File: src/rtl/alu_pkg.sv
// Opcode, FSM state and equalComp field definitions shared by alu_mdu and its bench.
package alu_pkg;

  typedef enum logic [4:0] {
    OP_AND    = 5'b00000,
    OP_OR     = 5'b00001,
    OP_ADD    = 5'b00010,
    OP_XOR    = 5'b00011,
    OP_SLL    = 5'b00100,
    OP_SLT    = 5'b00101,
    OP_SUB    = 5'b00110,
    OP_SLTU   = 5'b00111,
    OP_SRL    = 5'b01000,
    OP_SRA    = 5'b01001,
    OP_MUL    = 5'b10000,
    OP_MULH   = 5'b10001,
    OP_MULHSU = 5'b10010,
    OP_MULHU  = 5'b10011,
    OP_DIV    = 5'b10100,
    OP_DIVU   = 5'b10101,
    OP_REM    = 5'b10110,
    OP_REMU   = 5'b10111
  } alu_op_e;

  typedef enum logic [1:0] {
    ST_IDLE = 2'd0,
    ST_CALC = 2'd1,
    ST_FIX  = 2'd2,
    ST_DONE = 2'd3
  } state_e;

  localparam int EQC_EN = 0;
  localparam int EQC_EQ = 1;

  // Multiply/divide group is 10xxx; 11xxx codes are unused and fall to base decode.
  function automatic logic is_mdu_op(input logic [4:0] code);
    return code[4:3] == 2'b10;
  endfunction

endpackage

File: src/rtl/alu_mdu_iter.sv
// Shared radix-2 multiply / restoring-divide datapath: accumulator, shift register, operand and counter.
module alu_mdu_iter #(
  parameter int XLEN = 32
) (
  input  logic            clk,
  input  logic            rst_n,
  input  logic            start,
  input  logic            step,
  input  logic            is_div,
  input  logic [XLEN-1:0] init_lo,
  input  logic [XLEN-1:0] init_opd,
  output logic [XLEN-1:0] hi,
  output logic [XLEN-1:0] lo,
  output logic            last
);

  localparam int CW = $clog2(XLEN);

  logic [XLEN:0]   acc;
  logic [XLEN-1:0] opd;
  logic [CW-1:0]   cnt;
  logic [XLEN:0]   mul_sum;
  logic [XLEN:0]   rem_sh;
  logic [XLEN:0]   rem_diff;

  // Multiply: lo holds the multiplier, product shifts right into lo.
  // Divide: lo holds the dividend, quotient bits shift in from the right.
  always_comb begin
    mul_sum  = {1'b0, acc[XLEN-1:0]} + {1'b0, opd};
    rem_sh   = {acc[XLEN-1:0], lo[XLEN-1]};
    rem_diff = rem_sh - {1'b0, opd};
  end

  always_ff @(posedge clk or negedge rst_n) begin
    if (!rst_n) begin
      acc <= '0;
      lo  <= '0;
      opd <= '0;
      cnt <= '0;
    end else if (start) begin
      acc <= '0;
      lo  <= init_lo;
      opd <= init_opd;
      cnt <= CW'(XLEN - 1);
    end else if (step) begin
      cnt <= cnt - CW'(1);
      if (is_div) begin
        if (!rem_diff[XLEN]) begin
          acc <= rem_diff;
          lo  <= {lo[XLEN-2:0], 1'b1};
        end else begin
          acc <= rem_sh;
          lo  <= {lo[XLEN-2:0], 1'b0};
        end
      end else if (lo[0]) begin
        {acc, lo} <= {1'b0, mul_sum, lo[XLEN-1:1]};
      end else begin
        {acc, lo} <= {1'b0, acc, lo[XLEN-1:1]};
      end
    end
  end

  assign hi   = acc[XLEN-1:0];
  assign last = (cnt == '0);

endmodule

File: src/rtl/alu_mdu.sv
// ALU with iterative M-extension unit: decode, single-cycle base ops, sequencing FSM and output registers.
//   state | meaning
//   IDLE  | waiting for a request
//   CALC  | one mul/div iteration per cycle, XLEN cycles
//   FIX   | apply signs / special cases, load result
//   DONE  | out_valid pulse; may accept the next request
module alu_mdu
  import alu_pkg::*;
#(
  parameter int XLEN = 32,
  parameter int SHW  = $clog2(XLEN)
) (
  input  logic            clk,
  input  logic            rst_n,
  input  logic            in_valid,
  output logic            in_ready,
  input  logic [4:0]      alu_control,
  input  logic [XLEN-1:0] src_a,
  input  logic [XLEN-1:0] src_b,
  input  logic [1:0]      equalComp,
  input  logic            flush,
  output logic            out_valid,
  output logic [XLEN-1:0] result,
  output logic            zero
);

  state_e state, state_nxt;
  alu_op_e op_in, op_q;

  logic            run;
  logic            accept, base_acc, m_acc, step, finish;
  logic            is_m_in;
  logic            a_signed, b_signed, a_neg, b_neg;
  logic [XLEN-1:0] a_mag, b_mag;
  logic [SHW-1:0]  shamt;
  logic [XLEN-1:0] base_res;
  logic            base_zero;
  logic            cmp_en, cmp_eq;

  logic [XLEN-1:0] a_q;
  logic            b_zero_q, neg_q, neg_rem_q;

  logic [XLEN-1:0]   it_hi, it_lo;
  logic              it_last;
  logic [2*XLEN-1:0] prod;
  logic [XLEN-1:0]   quo, rmd, fix_res;

  assign op_in   = alu_op_e'(alu_control);
  assign is_m_in = is_mdu_op(alu_control);
  assign shamt   = src_b[SHW-1:0];
  assign cmp_en  = equalComp[EQC_EN];
  assign cmp_eq  = equalComp[EQC_EQ];

  always_comb begin
    base_res  = '0;
    base_zero = 1'b0;
    case (op_in)
      OP_AND:  base_res = src_a & src_b;
      OP_OR:   base_res = src_a | src_b;
      OP_ADD:  base_res = src_a + src_b;
      OP_XOR:  base_res = src_a ^ src_b;
      OP_SLL:  base_res = src_a << shamt;
      OP_SLT:  base_res = {{(XLEN-1){1'b0}}, ($signed(src_a) < $signed(src_b))};
      OP_SUB:  base_res = src_a - src_b;
      OP_SLTU: base_res = {{(XLEN-1){1'b0}}, (src_a < src_b)};
      OP_SRL:  base_res = src_a >> shamt;
      OP_SRA:  base_res = $signed(src_a) >>> shamt;
      default: base_res = '0;
    endcase
    case (op_in)
      OP_SUB:  base_zero = (base_res == '0);
      OP_XOR:  base_zero = cmp_en && (cmp_eq ? (base_res == '0) : (base_res != '0));
      OP_SLT,
      OP_SLTU: base_zero = cmp_en && (cmp_eq ? (base_res != '0) : (base_res == '0));
      default: base_zero = 1'b0;
    endcase
  end

  // The iterative core works on magnitudes; signs are remembered for the fix-up.
  always_comb begin
    a_signed = (op_in == OP_MULH) || (op_in == OP_MULHSU) || (op_in == OP_DIV) || (op_in == OP_REM);
    b_signed = (op_in == OP_MULH) || (op_in == OP_DIV) || (op_in == OP_REM);
    a_neg    = a_signed && src_a[XLEN-1];
    b_neg    = b_signed && src_b[XLEN-1];
    a_mag    = a_neg ? -src_a : src_a;
    b_mag    = b_neg ? -src_b : src_b;
  end

  always_comb begin
    state_nxt = state;
    step      = 1'b0;
    finish    = 1'b0;
    in_ready  = run && ((state == ST_IDLE) || (state == ST_DONE));
    accept    = in_valid && in_ready && !flush;
    case (state)
      ST_IDLE, ST_DONE: begin
        if (accept) state_nxt = is_m_in ? ST_CALC : ST_DONE;
        else        state_nxt = ST_IDLE;
      end
      ST_CALC: begin
        step = 1'b1;
        if (it_last) state_nxt = ST_FIX;
      end
      ST_FIX: begin
        finish    = 1'b1;
        state_nxt = ST_DONE;
      end
      default: state_nxt = ST_IDLE;
    endcase
    if (flush) begin
      state_nxt = ST_IDLE;
      step      = 1'b0;
      finish    = 1'b0;
    end
  end

  assign base_acc = accept && !is_m_in;
  assign m_acc    = accept && is_m_in;

  always_ff @(posedge clk or negedge rst_n) begin
    if (!rst_n) state <= ST_IDLE;
    else        state <= state_nxt;
  end

  alu_mdu_iter #(.XLEN(XLEN)) u_iter (
    .clk      (clk),
    .rst_n    (rst_n),
    .start    (m_acc),
    .step     (step),
    .is_div   (op_q[2]),
    .init_lo  (a_mag),
    .init_opd (b_mag),
    .hi       (it_hi),
    .lo       (it_lo),
    .last     (it_last)
  );

  // Divide-by-zero overrides the raw quotient/remainder; min/-1 falls out of the magnitude path.
  always_comb begin
    prod = {it_hi, it_lo};
    if (neg_q) prod = -prod;
    quo = neg_q ? -it_lo : it_lo;
    rmd = neg_rem_q ? -it_hi : it_hi;
    if (b_zero_q) begin
      quo = '1;
      rmd = a_q;
    end
    case (op_q)
      OP_MUL:                       fix_res = prod[XLEN-1:0];
      OP_MULH, OP_MULHSU, OP_MULHU: fix_res = prod[2*XLEN-1:XLEN];
      OP_DIV, OP_DIVU:              fix_res = quo;
      default:                      fix_res = rmd;
    endcase
  end

  always_ff @(posedge clk or negedge rst_n) begin
    if (!rst_n) begin
      run       <= 1'b0;
      out_valid <= 1'b0;
      result    <= '0;
      zero      <= 1'b0;
      op_q      <= OP_AND;
      a_q       <= '0;
      b_zero_q  <= 1'b0;
      neg_q     <= 1'b0;
      neg_rem_q <= 1'b0;
    end else begin
      run       <= 1'b1;
      out_valid <= base_acc || finish;
      if (base_acc) begin
        result <= base_res;
        zero   <= base_zero;
      end else if (finish) begin
        result <= fix_res;
        zero   <= 1'b0;
      end
      if (m_acc) begin
        op_q      <= op_in;
        a_q       <= src_a;
        b_zero_q  <= (src_b == '0);
        neg_q     <= a_neg ^ b_neg;
        neg_rem_q <= a_neg;
      end
    end
  end

endmodule

File: config.mk
export PLATFORM = sky130hd
export DESIGN_NAME = alu_mdu
export DESIGN_NICKNAME = d
export VERILOG_FILES = /design/src/rtl/alu_pkg.sv /design/src/rtl/alu_mdu_iter.sv /design/src/rtl/alu_mdu.sv
export SDC_FILE = /design/constraint.sdc
export NUM_CORES = 1
export LEC_CHECK = 0
export CORE_ASPECT_RATIO = 0.9
export CORE_MARGIN = 5
export CORE_UTILIZATION = 30
export DETAILED_ROUTE_END_ITERATION = 8
export SYNTH_ARGS = -nofsm -noshare
export SYNTH_HDL_FRONTEND = slang
export SYNTH_SLANG_ARGS = --single-unit
File: constraint.sdc
create_clock -name clk -period 10.7 [get_ports clk]
set_clock_uncertainty 0.15 [all_clocks]
set_input_delay 1.605 -clock clk [delete_from_list [all_inputs] [get_ports clk]]
set_output_delay 1.605 -clock clk [all_outputs]
set_load 0.05 [all_outputs]
==> impl_metrics.json <==
{
  "timing.critical_path.from": "src_a[4]",
  "rows": 102,
  "dieWidth_um": 319,
  "setup_viol": 0,
  "core_region_area_um2": 85800,
  "outcome": "finished clean",
  "grt_pass1_vias": 26400,
  "min_path_type": "reg -> reg",
  "cts_tree": "built",
  "wl_per_cell_um": 29.5,
  "required_ps": 10980,
  "synth-warning-count": 0,
  "instances_no_fill": 4525,
  "final_net_count": 3619,
  "slew_violations": 0,
  "seq_area_frac_synth": 0.174,
  "synth_area_leaders": "dfrtp_1 17%, ha_1 8.4%, mux4_2 6.4%",
  "multi_input_area_um2": 19700,
  "synthArstFlopShare": 1.00,
  "drtAntennaViolNets": 0,
  "tns_ps": 0,
  "area_delta_synth_final_pct": 10.2,
  "p_comb_frac": 0.660,
  "io_pins": 110,
  "grt_util_all_layers": 0.278,
  "grt_antenna_before_repair": 12,
  "hold_buffers": 0,
  "rr_startpoint": "u_iter.lo[31]",
  "cts_buffers": 17,
  "dpl.cell_count": 4492,
  "cpPeakStageDelay_ps": 1070,
  "hp-start": "a_q[21]",
  "synth_top_area_cell": "dfrtp_1",
  "syn_area_per_cell_um2": 7.46,
  "die_area_um2": 92000,
  "power_frac_clock": 0.101,
  "layout-drive-gt1-share": 0.0743,
  "relSlewSlack": 0.0662,
  "swShare": 0.543,
  "crit_chain": "clkdlybuf4s50_1 -> inv_1 -> ha_1 -> inv_1 -> a2111oi_0 -> a21oi_1 -> a21oi_1 -> o31ai_1 -> a2111o_1 -> a2111oi_0 -> nor2_1 -> o211ai_1 -> nor4_1 -> nand2_1 -> mux2i_1",
  "synth_cells": 3461,
  "ff_latch_area_um2": 4490,
  "fillers": 9232,
  "synthFlopType": "dfrtp_1",
  "yosys.area.top_type_share": 0.174,
  "grt_max_degree": 75,
  "die-height_um": 288,
  "ys_ff_latch": 179,
  "ctsResizeCount": 0,
  "critPathBufInv": 3,
  "synth.distinct_cells": 88,
  "syn-num-nets": 3713,
  "path_clk_slew_ps": 80,
  "ir_drop_mv": 0.189,
  "p_leak_nw": 11.2,
  "finalHoldViolCount": 0,
  "post-route-period-util": 0.677,
  "io_buffers": 109,
  "final_util": 0.332,
  "gp_congestion": 1.07,
  "clockBufferDepth": 2,
  "firstDrtPassIters": 8,
  "grt_pass1_wl_um": 192000,
  "crit_path_max_fanout": 16,
  "tightest_slew_ps": 1380,
  "holdWs_ps": 341,
  "final_common_cell": "nand2_1",
  "h-tree-depth": 4,
  "final_cell_mix": "383 x nand2_1, 311 x o21ai_0, 261 x nor2_1, 248 x a21oi_1, 176 x dfrtp_1",
  "drc": 0,
  "initial_utilization": 0.301,
  "synth_edf_count": 0,
  "period_needed_ps": 7250,
  "drv_cap": 0,
  "power_density_nw_per_um2": 230,
  "critPathLaunchType": "primary input",
  "critPathKind": "in -> reg",
  "syn_area_um2": 25800,
  "pwr-share-seq": 0.239,
  "critPathTopFamily": "compound AO/OA/AOI/OAI gates",
  "routed_wl_um": 134000,
  "rsz0062_at_grt": "false",
  "detail_route.iter0.violations": 4085,
  "via_per_inst": 6.31,
  "arrival_ps": 7520,
  "crit_path_top_delay_cell": "a2111oi_0",
  "finalPower_w": 0.00656,
  "vias": 28600,
  "gr-total-overflow": 0,
  "cts_root_buffer": "clkbuf_16",
  "place_hpwl_um": 100000,
  "worst_setup_path_end_kind": "flop",
  "switching_power_w": 0.00356,
  "internal_power_w": 0.00300,
  "clock.fmax_mhz": 138,
  "clk_latency_ps": 500,
  "cts.sinks": 179,
  "postCtsSetupBuffers": 0
}
## state kept, by name, summed over array words and instances, names as in the netlist, 2 cells and up
name,count
u_iter.acc,33
a_q,32
result,32
u_iter.lo,32
u_iter.opd,32
op_q,5
u_iter.cnt,5
state,2
## logic make-up after synthesis
logic type                 count (synthesis)  share of synthesized area
AOI/OAI and AO/OA                       1146                      0.289
and+or+nand+nor                         1089                      0.199
buffers and inverters                    459                     0.0672
xor gates and xnor gates                 218                     0.0740
muxes                                    192                      0.111
DFF                                      179                      0.174
adders and majority gates                177                     0.0869
other                                      1                   0.000145
## worst reg2reg max path: cells and delay by family, from the launching register on
family	cells	cell delay [ps]
flops	1	480
compound gates	13	3690
fa+ha+maj	3	880
buf+inv	4	1390
## cell usage after synthesis, types with 38 or more instances
library cell	count
nand3_1	68
a21oi_1	250
mux4_2	73
dfrtp_1	179
ha_1	173
o21ai_0	311
inv_1	159
mux2i_1	100
o31ai_1	38
xor2_1	61
buf_1	43
clkbuf_1	244
nor3_1	91
nand2_1	384
xnor2_1	157
o211ai_1	87
a211oi_1	104
nor2_1	264
## through the flow
stage / setup slack [ps] / cell area (um^2)
after floorplan: 4350 / 25800
after global placement: 3280 / 27900
after detailed placement: 3230 / 27900
after CTS: 3720 / 28500
after global routing: 3220 / 28500
final: 3450 / 28500
## power groups by stage
stage,logic (W),clock network (W),registers (W)
2_1_floorplan,0.00310,0,0.00141
3_3_place_gp,0.00422,0,0.00156
3_5_place_dp,0.00423,0,0.00156
4_1_cts,0.00425,0.000674,0.00155
5_1_grt,0.00473,0.000697,0.00161
6_report,0.00433,0.000660,0.00157
## final cells by class
type,count,area share
clock buffers,18,0.0151
diodes,1,0.0000879
inverters,163,0.0215
well taps,1144,0.0503
repair buffers,183,0.0574
flip-flops and latches,179,0.158
multi-input cells,2823,0.692
clock inverters,14,0.00580
## metal layers
layer	up-vias	GRT usage	share of wire
li1	12600	-	-
met1	13800	0.386	0.42
met2	1818	0.407	0.41
met3	325	0.0742	0.11
met4	4	0.122	0.053
met5	-	0	0.00025
## final timing paths
check	end	slack (ps)	cells after the start
max in group asynchronous	b_zero_q	7400	3
max	zero	3450	15
min reg2reg	a_q[21]	340	2
min in group asynchronous	u_iter.acc[6]	930	1
max reg2reg	u_iter.acc[28]	4020	20
min	a_q[21]	340	2
Power figures use the tool's default switching activity.
